### config.mk
export PLATFORM = sky130hd
export DESIGN_NAME = sel_mem_seq
export DESIGN_NICKNAME = d
export VERILOG_FILES = /design/src/rtl/sel_mem_pkg.sv /design/src/rtl/sel_mem_idx_ctr.sv /design/src/rtl/sel_mem_seq.sv
export SDC_FILE = /design/constraint.sdc
export NUM_CORES = 1
export LEC_CHECK = 0
export ABC_AREA = 0
export BUFFER_PORTS_ARGS = -buffer_cell sky130_fd_sc_hd__clkbuf_2
export CAP_MARGIN = 20
export CORE_MARGIN = 8
export CORE_UTILIZATION = 38
export CTS_BUF_LIST = sky130_fd_sc_hd__clkbuf_4 sky130_fd_sc_hd__clkbuf_8
export CTS_CLUSTER_DIAMETER = 80
export DETAILED_ROUTE_END_ITERATION = 8
export PLACE_DENSITY = 0.64
export SLEW_MARGIN = 10
export SYNTH_ARGS = -nofsm -noshare
export SYNTH_HDL_FRONTEND = slang
export SYNTH_SLANG_ARGS = --single-unit
### constraint.sdc
create_clock -name clk -period 2.16 [get_ports clk]
set_clock_uncertainty 0.2 [all_clocks]
set_input_delay 0.324 -clock clk [delete_from_list [all_inputs] [get_ports clk]]
set_output_delay 0.324 -clock clk [all_outputs]
set_load 0.1 [all_outputs]
### src/rtl/sel_mem_pkg.sv
// rtl/sel_mem_pkg.sv - shared types and helpers for the memory-select sequencer
// Purpose: FSM state encoding plus index arithmetic used by the sequencer and
// its index counter.
// Contents:
//   state_t   - sequencer FSM states (IDLE, RUN, FIN)
//   next_idx  - successor of an index, wrapping from depth-1 back to 0
//   in_range  - 1 when an index is a legal memory number for a given depth
package sel_mem_pkg;

  typedef enum logic [1:0] {
    ST_IDLE = 2'd0,
    ST_RUN  = 2'd1,
    ST_FIN  = 2'd2
  } state_t;

  function automatic int unsigned next_idx(int unsigned cur, int unsigned depth);
    return (cur == depth - 1) ? 0 : cur + 1;
  endfunction

  // Done at 32 bits so the check stays meaningful when DEPTH == 2**SEL_W.
  function automatic logic in_range(int unsigned v, int unsigned depth);
    return v < depth;
  endfunction

endpackage

### src/rtl/sel_mem_idx_ctr.sv
// rtl/sel_mem_idx_ctr.sv - wrapping select-index counter with load/advance/hold
// Purpose: holds the current memory-select index. Load has priority over
// advance; advance steps modulo DEPTH; otherwise the index holds.
// Ports:
//   clk, rst_n     - clock, asynchronous active-low reset (index -> 0)
//   en             - clock enable, index holds when 0
//   ld, ld_val     - load ld_val at the next enabled edge
//   adv            - step to the next index (wraps DEPTH-1 -> 0)
//   idx            - current index
module sel_mem_idx_ctr
  import sel_mem_pkg::*;
#(
  parameter int unsigned SEL_W = 4,
  parameter int unsigned DEPTH = 16
) (
  input  logic             clk,
  input  logic             rst_n,
  input  logic             en,
  input  logic             ld,
  input  logic [SEL_W-1:0] ld_val,
  input  logic             adv,
  output logic [SEL_W-1:0] idx
);

  logic [SEL_W-1:0] idx_q, idx_d;

  always_comb begin
    idx_d = idx_q;
    if (ld) begin
      idx_d = ld_val;
    end else if (adv) begin
      idx_d = SEL_W'(next_idx(32'(idx_q), DEPTH));
    end
  end

  always_ff @(posedge clk or negedge rst_n) begin
    if (!rst_n) begin
      idx_q <= '0;
    end else if (en) begin
      idx_q <= idx_d;
    end
  end

  assign idx = idx_q;

endmodule

### src/rtl/sel_mem_seq.sv
// rtl/sel_mem_seq.sv - memory-bank select register with autonomous range sweep
// Purpose: drives the weight/activation memory select lines. In IDLE it acts
// as a plain select register (load); start sweeps data_in..last_idx (wrapping
// modulo DEPTH) handing each index out through a valid/ready handshake, with
// optional looping and abort.
// Ports:
//   clk, rst            - clock, asynchronous active-low reset
//   en                  - global enable; all state and outputs hold when 0
//   load, data_in       - direct write of data_in (IDLE only)
//   start, last_idx     - sweep from data_in to last_idx
//   loop                - captured at start; restart the sweep after last_idx
//   abort               - stop a running sweep without done
//   ready               - consumer accepts sel_out
//   sel_out, sel_valid  - current index / index is a sweep element
//   busy                - not IDLE
//   done, err           - one-cycle pulses: last index accepted / command rejected
module sel_mem_seq
  import sel_mem_pkg::*;
#(
  parameter int unsigned SEL_W = 4,
  parameter int unsigned DEPTH = 16
) (
  input  logic             clk,
  input  logic             rst,
  input  logic             en,
  input  logic             load,
  input  logic [SEL_W-1:0] data_in,
  input  logic             start,
  input  logic [SEL_W-1:0] last_idx,
  input  logic             loop,
  input  logic             abort,
  input  logic             ready,
  output logic [SEL_W-1:0] sel_out,
  output logic             sel_valid,
  output logic             busy,
  output logic             done,
  output logic             err
);

  state_t           state_q, state_d;
  logic [SEL_W-1:0] first_q, first_d;
  logic [SEL_W-1:0] last_q, last_d;
  logic             loop_q, loop_d;
  logic             done_q, done_d;
  logic             err_q, err_d;

  logic             ctr_ld, ctr_adv;
  logic [SEL_W-1:0] ctr_val;
  logic             data_ok, last_ok, at_last;

  assign data_ok = in_range(32'(data_in), DEPTH);
  assign last_ok = in_range(32'(last_idx), DEPTH);
  assign at_last = (sel_out == last_q);

  always_comb begin
    state_d = state_q;
    first_d = first_q;
    last_d  = last_q;
    loop_d  = loop_q;
    done_d  = 1'b0;
    err_d   = 1'b0;
    ctr_ld  = 1'b0;
    ctr_adv = 1'b0;
    ctr_val = data_in;
    case (state_q)
      ST_IDLE: begin
        if (start) begin
          if (data_ok && last_ok) begin
            first_d = data_in;
            last_d  = last_idx;
            loop_d  = loop;
            ctr_ld  = 1'b1;
            state_d = ST_RUN;
          end else begin
            err_d = 1'b1;
          end
        end else if (load) begin
          if (data_ok) begin
            ctr_ld = 1'b1;
          end else begin
            err_d = 1'b1;
          end
        end
      end
      ST_RUN: begin
        // Commands are rejected while sweeping but the sweep itself carries on.
        err_d = start | load;
        // Abort outranks the handshake: the element on the bus is not accepted.
        if (abort) begin
          state_d = ST_IDLE;
        end else if (ready) begin
          if (at_last) begin
            done_d = 1'b1;
            if (loop_q) begin
              ctr_ld  = 1'b1;
              ctr_val = first_q;
            end else begin
              state_d = ST_FIN;
            end
          end else begin
            ctr_adv = 1'b1;
          end
        end
      end
      ST_FIN: begin
        state_d = ST_IDLE;
      end
      default: begin
        state_d = ST_IDLE;
      end
    endcase
  end

  always_ff @(posedge clk or negedge rst) begin
    if (!rst) begin
      state_q <= ST_IDLE;
      first_q <= '0;
      last_q  <= '0;
      loop_q  <= 1'b0;
      done_q  <= 1'b0;
      err_q   <= 1'b0;
    end else if (en) begin
      state_q <= state_d;
      first_q <= first_d;
      last_q  <= last_d;
      loop_q  <= loop_d;
      done_q  <= done_d;
      err_q   <= err_d;
    end
  end

  sel_mem_idx_ctr #(
    .SEL_W(SEL_W),
    .DEPTH(DEPTH)
  ) u_idx_ctr (
    .clk   (clk),
    .rst_n (rst),
    .en    (en),
    .ld    (ctr_ld),
    .ld_val(ctr_val),
    .adv   (ctr_adv),
    .idx   (sel_out)
  );

  // sel_valid is a pure state decode so the asynchronous reset drops it at once.
  assign sel_valid = (state_q == ST_RUN);
  assign busy      = (state_q != ST_IDLE);
  assign done      = done_q;
  assign err       = err_q;

endmodule

After elaboration in Yosys (flattened, before gate mapping)
Cells that the tools add are included.
Cells by class
  add/sub/neg operators: 1
  equality and inequality tests: 7
  muxes and demuxes: 30
  bitwise logic cells: 1
  reductions and logical operators: 6
Operators with widths (count)
  $mux 4: 8
  $mux 1: 15
  $mux 2: 5
  $ne 3x3->1 const B: 2
  $reduce_and 5->1: 1
  $add 4x1->4 const B: 1
  $eq 4x4->1: 1
  $eq 4x4->1 const B: 1
  $pmux 2 s2: 1
  $reduce_bool 2->1: 2
  $ne 3x2->1 const B: 1
  $reduce_and 3->1: 1
  $eq 2x1->1 const B: 1
  $logic_not 2->1: 1
  $ne 2x2->1 const B: 1
  $pmux 1 s2: 1
  $reduce_and 2->1: 1
  $or 1x1->1: 1
Storage, ports and cells
  register bits after elaboration: 17
  bits of input ports: 16
  output and inout bits: 8
  word-level logic and storage cells: 52

Longest topological paths before layout
  depth in word-level cells: 7
  gate-level depth with buffers: 5
  depth with buffers taken out: 5

Modules after synthesis
A second synthesis with hierarchy kept.
Unflattened totals
  cell total of the unflattened synthesis: 88
  area, all modules: 953.4 sq um
Modules (own cells, without submodules)
  sel_mem_seq: instances 1, cells an instance 56, area each 691.9 sq um, sequential area each 325.3 sq um
  sel_mem_idx_ctr: instances 1, cells an instance 32, area each 261.5 sq um, sequential area each 100.1 sq um

Worst setup path before layout
Ideal clock, no wire load.
  path type: register -> register
  start point: register state_q[1]
  end point: register err_q (netlist: err)
  setup time: 0.080 ns
  data arrival time: 2.032 ns
  data required time: 1.880 ns
  setup slack: -0.152 ns
  stages on the path, launching flop included: 4
  buffers on the path: 0
  clock period less this slack: 2.312 ns
  cell sequence: dfrtp_1 nor2b_1 nand3_1 o21ai_1
On the way
  cells in the longest elaborated chain, start to end: 2
Ends and longest elaborated chain
  start, declared: RTL line sel_mem_seq.sv:40  | state_t state_q, state_d;
  start signal, assigned: RTL line sel_mem_seq.sv:123  | state_q <= state_d;
  $eq 2x1->1
  net sel_valid: RTL line sel_mem_seq.sv:34  | output logic sel_valid,
  $mux 1
  end signal, assigned: RTL line sel_mem_seq.sv:128  | err_q <= err_d;
  end, declared: RTL line sel_mem_seq.sv:45  | logic err_q, err_d;
The timed path passes the listed nets, and every way through them passes these cells.
A chain may end at the register's enable or synchronous reset.

Worst setup path after layout
  start point: register state_q[1]
  end point: output port busy
On the way
  cells in the longest elaborated chain, start to end: 1
Ends and longest elaborated chain
  $reduce_bool 2->1: RTL line sel_mem_seq.sv:147  | assign busy = (state_q != ST_IDLE);
  end, declared: RTL line sel_mem_seq.sv:35  | output logic busy,
Every way passes these cells.

==> results.txt <==
----------------------------------------------------
[Run status]
  Outcome ... completed

[Min path]
  Startpoint of the lowest-slack hold path ... loop
  Capture endpoint of the worst hold path ... loop_q$_DFFE_PN0P_
  Min-Delay Path Class ... input port to flip-flop
  Number of cells on the worst hold path ... 3

[Die]
  Die boundary height ... 65.8 microns
  IO Count ... 24
  Width of the chip ... 65.8 microns
  Starting density of the core ... 39.0%
  Standard-cell row count ... 18
  Area inside the core boundary ... 2410 sq um
  Area of the die ... 4320 sq um

[Global routing]
  Via count of the first global-routing pass ... 807
  Remaining global-route overflow ... 0
  Wire length of the first global-routing pass ... 3.80 mm
  Maximum number of pins on one net before global-route repair ... 18
  Global-route total usage across every layer ... 11.2%
  Number of antenna violations at the first check in global routing ... 0

[Synthesis]
  Count of flip-flops with a built-in enable after synthesis ... 0
  Leading cell types by total area after synthesis ... sky130_fd_sc_hd__dfrtp_1 (45%), sky130_fd_sc_hd__mux2_1 (9.6%), sky130_fd_sc_hd__inv_1 (4.0%), sky130_fd_sc_hd__xnor2_1 (3.7%), sky130_fd_sc_hd__nand2_1 (2.8%)
  Post-synth cell types ... 32
  Flops & latches, synth ... 17
  Post-synthesis async set-or-reset flop share ... 100%
  Net count after synthesis ... 110
  Area share of the largest cell type after synthesis ... 45.2%
  Most instantiated flip-flop cell in the synthesis netlist ... sky130_fd_sc_hd__dfrtp_1
  Leading cell type by number of instances after synthesis ... sky130_fd_sc_hd__dfrtp_1
  Leading area contributor after synthesis ... sky130_fd_sc_hd__dfrtp_1
  Most frequent cells after synthesis ... sky130_fd_sc_hd__dfrtp_1 (17), sky130_fd_sc_hd__inv_1 (10), sky130_fd_sc_hd__mux2_1 (8)
  Portion of the post-synthesis area used by sequential elements ... 45.2%
  Mapped Avg Cell Area ... 10.1 sq um
  Yosys warns ... 0
  Cell area after synthesis ... 941 sq um
  Cell count after synthesis ... 93

[Worst setup path]
  Kind of start point of the critical path ... flip-flop
  Cell Chain, Critical Path ... nor2_1 > inv_1 > clkbuf_2
  Type of the worst setup path ... flip-flop to primary output
  Worst-case reg-to-reg path depth ... 4
  Arr. time, crit path ... 1.50 ns
  Kind of end point of the critical path ... primary output
  Reg-to-reg endpoint ... last_q[3]$_DFFE_PN0P_
  Maximum fanout count along the critical path ... 6
  Reg-to-reg slack, setup ... 0.34 ns
  Crit-path max cell delay ... 0.44 ns
  Required time of the worst setup path ... 1.64 ns
  Cell with the largest stage delay on the worst path ... sky130_fd_sc_hd__dfrtp_1
  Launching point of the worst reg2reg path ... state_q[1]$_DFFE_PN0P_

[Clock tree]
  Maximum level of the CTS H-tree ... 1
  Clock tree from TritonCTS ... done
  Num CTS Buffers ... 3
  Clock edge transition at the registers on the reported setup and hold paths ... 0.10 ns
  Post-cts resize count ... 0
  Clock buffer depth ... 2
  Worst skew pair latency ... 0.30 ns
  Clock sink total ... 17
  Root buf cell ... sky130_fd_sc_hd__clkbuf_4

[Timing]
  Number of endpoints failing setup at the final stage ... 0
  Unrepaired setup endpoints after global routing ... false
  Relative slew margins ... 64.0%
  Hold Vio Cnt, Final ... 0
  Minimum period implied by the final worst setup slack ... 2.02 ns
  Smallest hold slack ... 0.0228 ns
  Final-layout setup total negative slack ... 0 ns
  Number of pins with negative max-slew slack in the final report ... 0
  Final cycle utilization of the critical path ... 93.6%
  Timing-limited maximum frequency ... 0.494 GHz
  Worst-Margin Slew ... 0.542 ns

[Finish]
  Antenna cells ... 0
  Final net count ... 136
  Area Overhead vs Synth ... 19.5%
  Layout cell share with drive strength beyond 1 ... 30.5%
  Filler cells ... 216

[Detailed routing]
  Routed wire length per instance ... 15.0 microns
  Routed Wire Length ... 2.21 mm
  Post-route ant nets ... 0
  Total via count in the routed design ... 814
  # DRC ... 0
  Drt first pass iters ... 4
  First DRT Iteration DRCs ... 46
  Via density per instance ... 5.50

[Placement]
  Dpl hpwl ... 1.69 mm
  IO Port Bufs ... 23
  Routability cong. ... 0.781

[Power and ir drop]
  Areal power density over the cells ... 1310 nW/um^2
  Share of power burned in the clock network ... 12.9%
  Fraction of power spent switching nets ... 51.3%
  Proportion of power drawn by flip-flops and latches ... 36.9%
  Fraction of power consumed by combinational cells ... 50.2%
  Leak ... 0.509 nW
  Design internal power ... 0.717 mW
  Sw Pwr ... 0.755 mW
  Maximum VDD drop ... 686 uV

[Run]
  Maximum capacitance violations ... 0

----------------------------------------------------
cell usage in the layout, fill, tap and decap left out, drive strengths merged:
master and n:
a21o 1, a21oi 3, a311o 1, a311oi 1, a31oi 3, a32oi 1
a41o 1, a41oi 1, and2 1, and3 2, and4 1, and4bb 1
buf 1, clkbuf 27, dfrtp 17, dlygate4sd3 1, ha 1, inv 10
mux2 8, mux2i 1, nand2 7, nand3 4, nand4 4, nand4b 1
nor2 3, nor2b 2, o2111ai 2, o211ai 3, o21ai 4, or2 1
xnor2 4
repair_timing:
item,in CTS,in global routing
endpoints found under the setup margin,0,0
endpoints found under the hold margin,17,0
hold buffers,1,0
buffers inserted,0,0
layer usage:
layer | vias up | GRT usage, % | routed length [microns]
met4 | 0 | 5.72 | 42
li1 | 394 | - | -
met1 | 390 | 13.3 | 949
met3 | 5 | 3.23 | 118
met2 | 25 | 17.9 | 1100
met5 | - | 0 | 0
kinds of logic (layout without fill, tap and decap cells):
kind of cell | after synthesis | in the layout | synth area share, %
xor gates and xnor gates | 4 | 4 | 3.72
AOI/OAI and AO/OA | 21 | 21 | 16.4
muxes | 9 | 9 | 10.6
adders and majority gates | 1 | 1 | 1.33
buffers and inverters | 14 | 39 | 6.52
and+or+nand+nor | 27 | 27 | 16.2
DFF | 17 | 17 | 45.2
flip-flops by register name, indices dropped and copies added (netlist names):
| signal | cells |
|---|---|
| done | 1 |
| err | 1 |
| u_idx_ctr.idx | 4 |
| last_q | 4 |
| first_q | 4 |
| state_q | 2 |
| loop_q | 1 |
metrics by stage:
| step | std cells | worst slack, ns | util, % | area, sq um | power (mW) |
|---|---|---|---|---|---|
| global route | 148 | 0.0544 | 46.7 | 1120 | 1.56 |
| detailed placement | 143 | 0.377 | 45.0 | 1080 | 1.29 |
| CTS | 148 | 0.137 | 46.7 | 1120 | 1.48 |
| global placement | 143 | 0.405 | 45.0 | 1080 | 1.28 |
| floorplan | 93 | 0.192 | - | 948 | 1.15 |
| finish | 148 | 0.137 | 46.7 | 1120 | 1.47 |
cell type report:
class,instances,area [sq um],share of cell area (%)
Sequential cell,17,430,38.3
Timing Repair Buffer,25,133,11.8
Inverter,10,37.5,3.34
Tap cell,30,37.5,3.34
Multi-Input combinational cell,62,457,40.6
Clock buffer,4,30.0,2.67
power groups by stage:
| stage | combinational, mW | clock (mW) | sequential (mW) |
|---|---|---|---|
| after CTS | 0.745 | 0.197 | 0.542 |
| after floorplan | 0.370 | 0 | 0.781 |
| final | 0.738 | 0.190 | 0.543 |
| after global routing | 0.790 | 0.210 | 0.559 |
| after detailed placement | 0.741 | 0 | 0.549 |
| after global placement | 0.737 | 0 | 0.539 |
worst max-delay path, delay by kind of cell, from the launching register on:
family | cells | cell delay (ns)
buffers and inverters | 2 | 0.44
AND/OR/NAND/NOR | 1 | 0.31
flip-flops | 1 | 0.44
worst max-delay path by stage:
stage | depth (start not counted) | slack, ns | end | from
after floorplan | 5 | 0.19 | u_idx_ctr.idx[3]$_DFFE_PN0P_ | u_idx_ctr.idx[2]$_DFFE_PN0P_
after global placement | 4 | 0.41 | last_q[3]$_DFFE_PN0P_ | state_q[1]$_DFFE_PN0P_
after detailed placement | 4 | 0.38 | last_q[3]$_DFFE_PN0P_ | state_q[1]$_DFFE_PN0P_
after CTS | 3 | 0.14 | busy | state_q[1]$_DFFE_PN0P_
after global routing | 3 | 0.05 | busy | state_q[1]$_DFFE_PN0P_
final | 3 | 0.14 | busy | state_q[1]$_DFFE_PN0P_
Note: power is estimated with default switching activity, not from simulation.
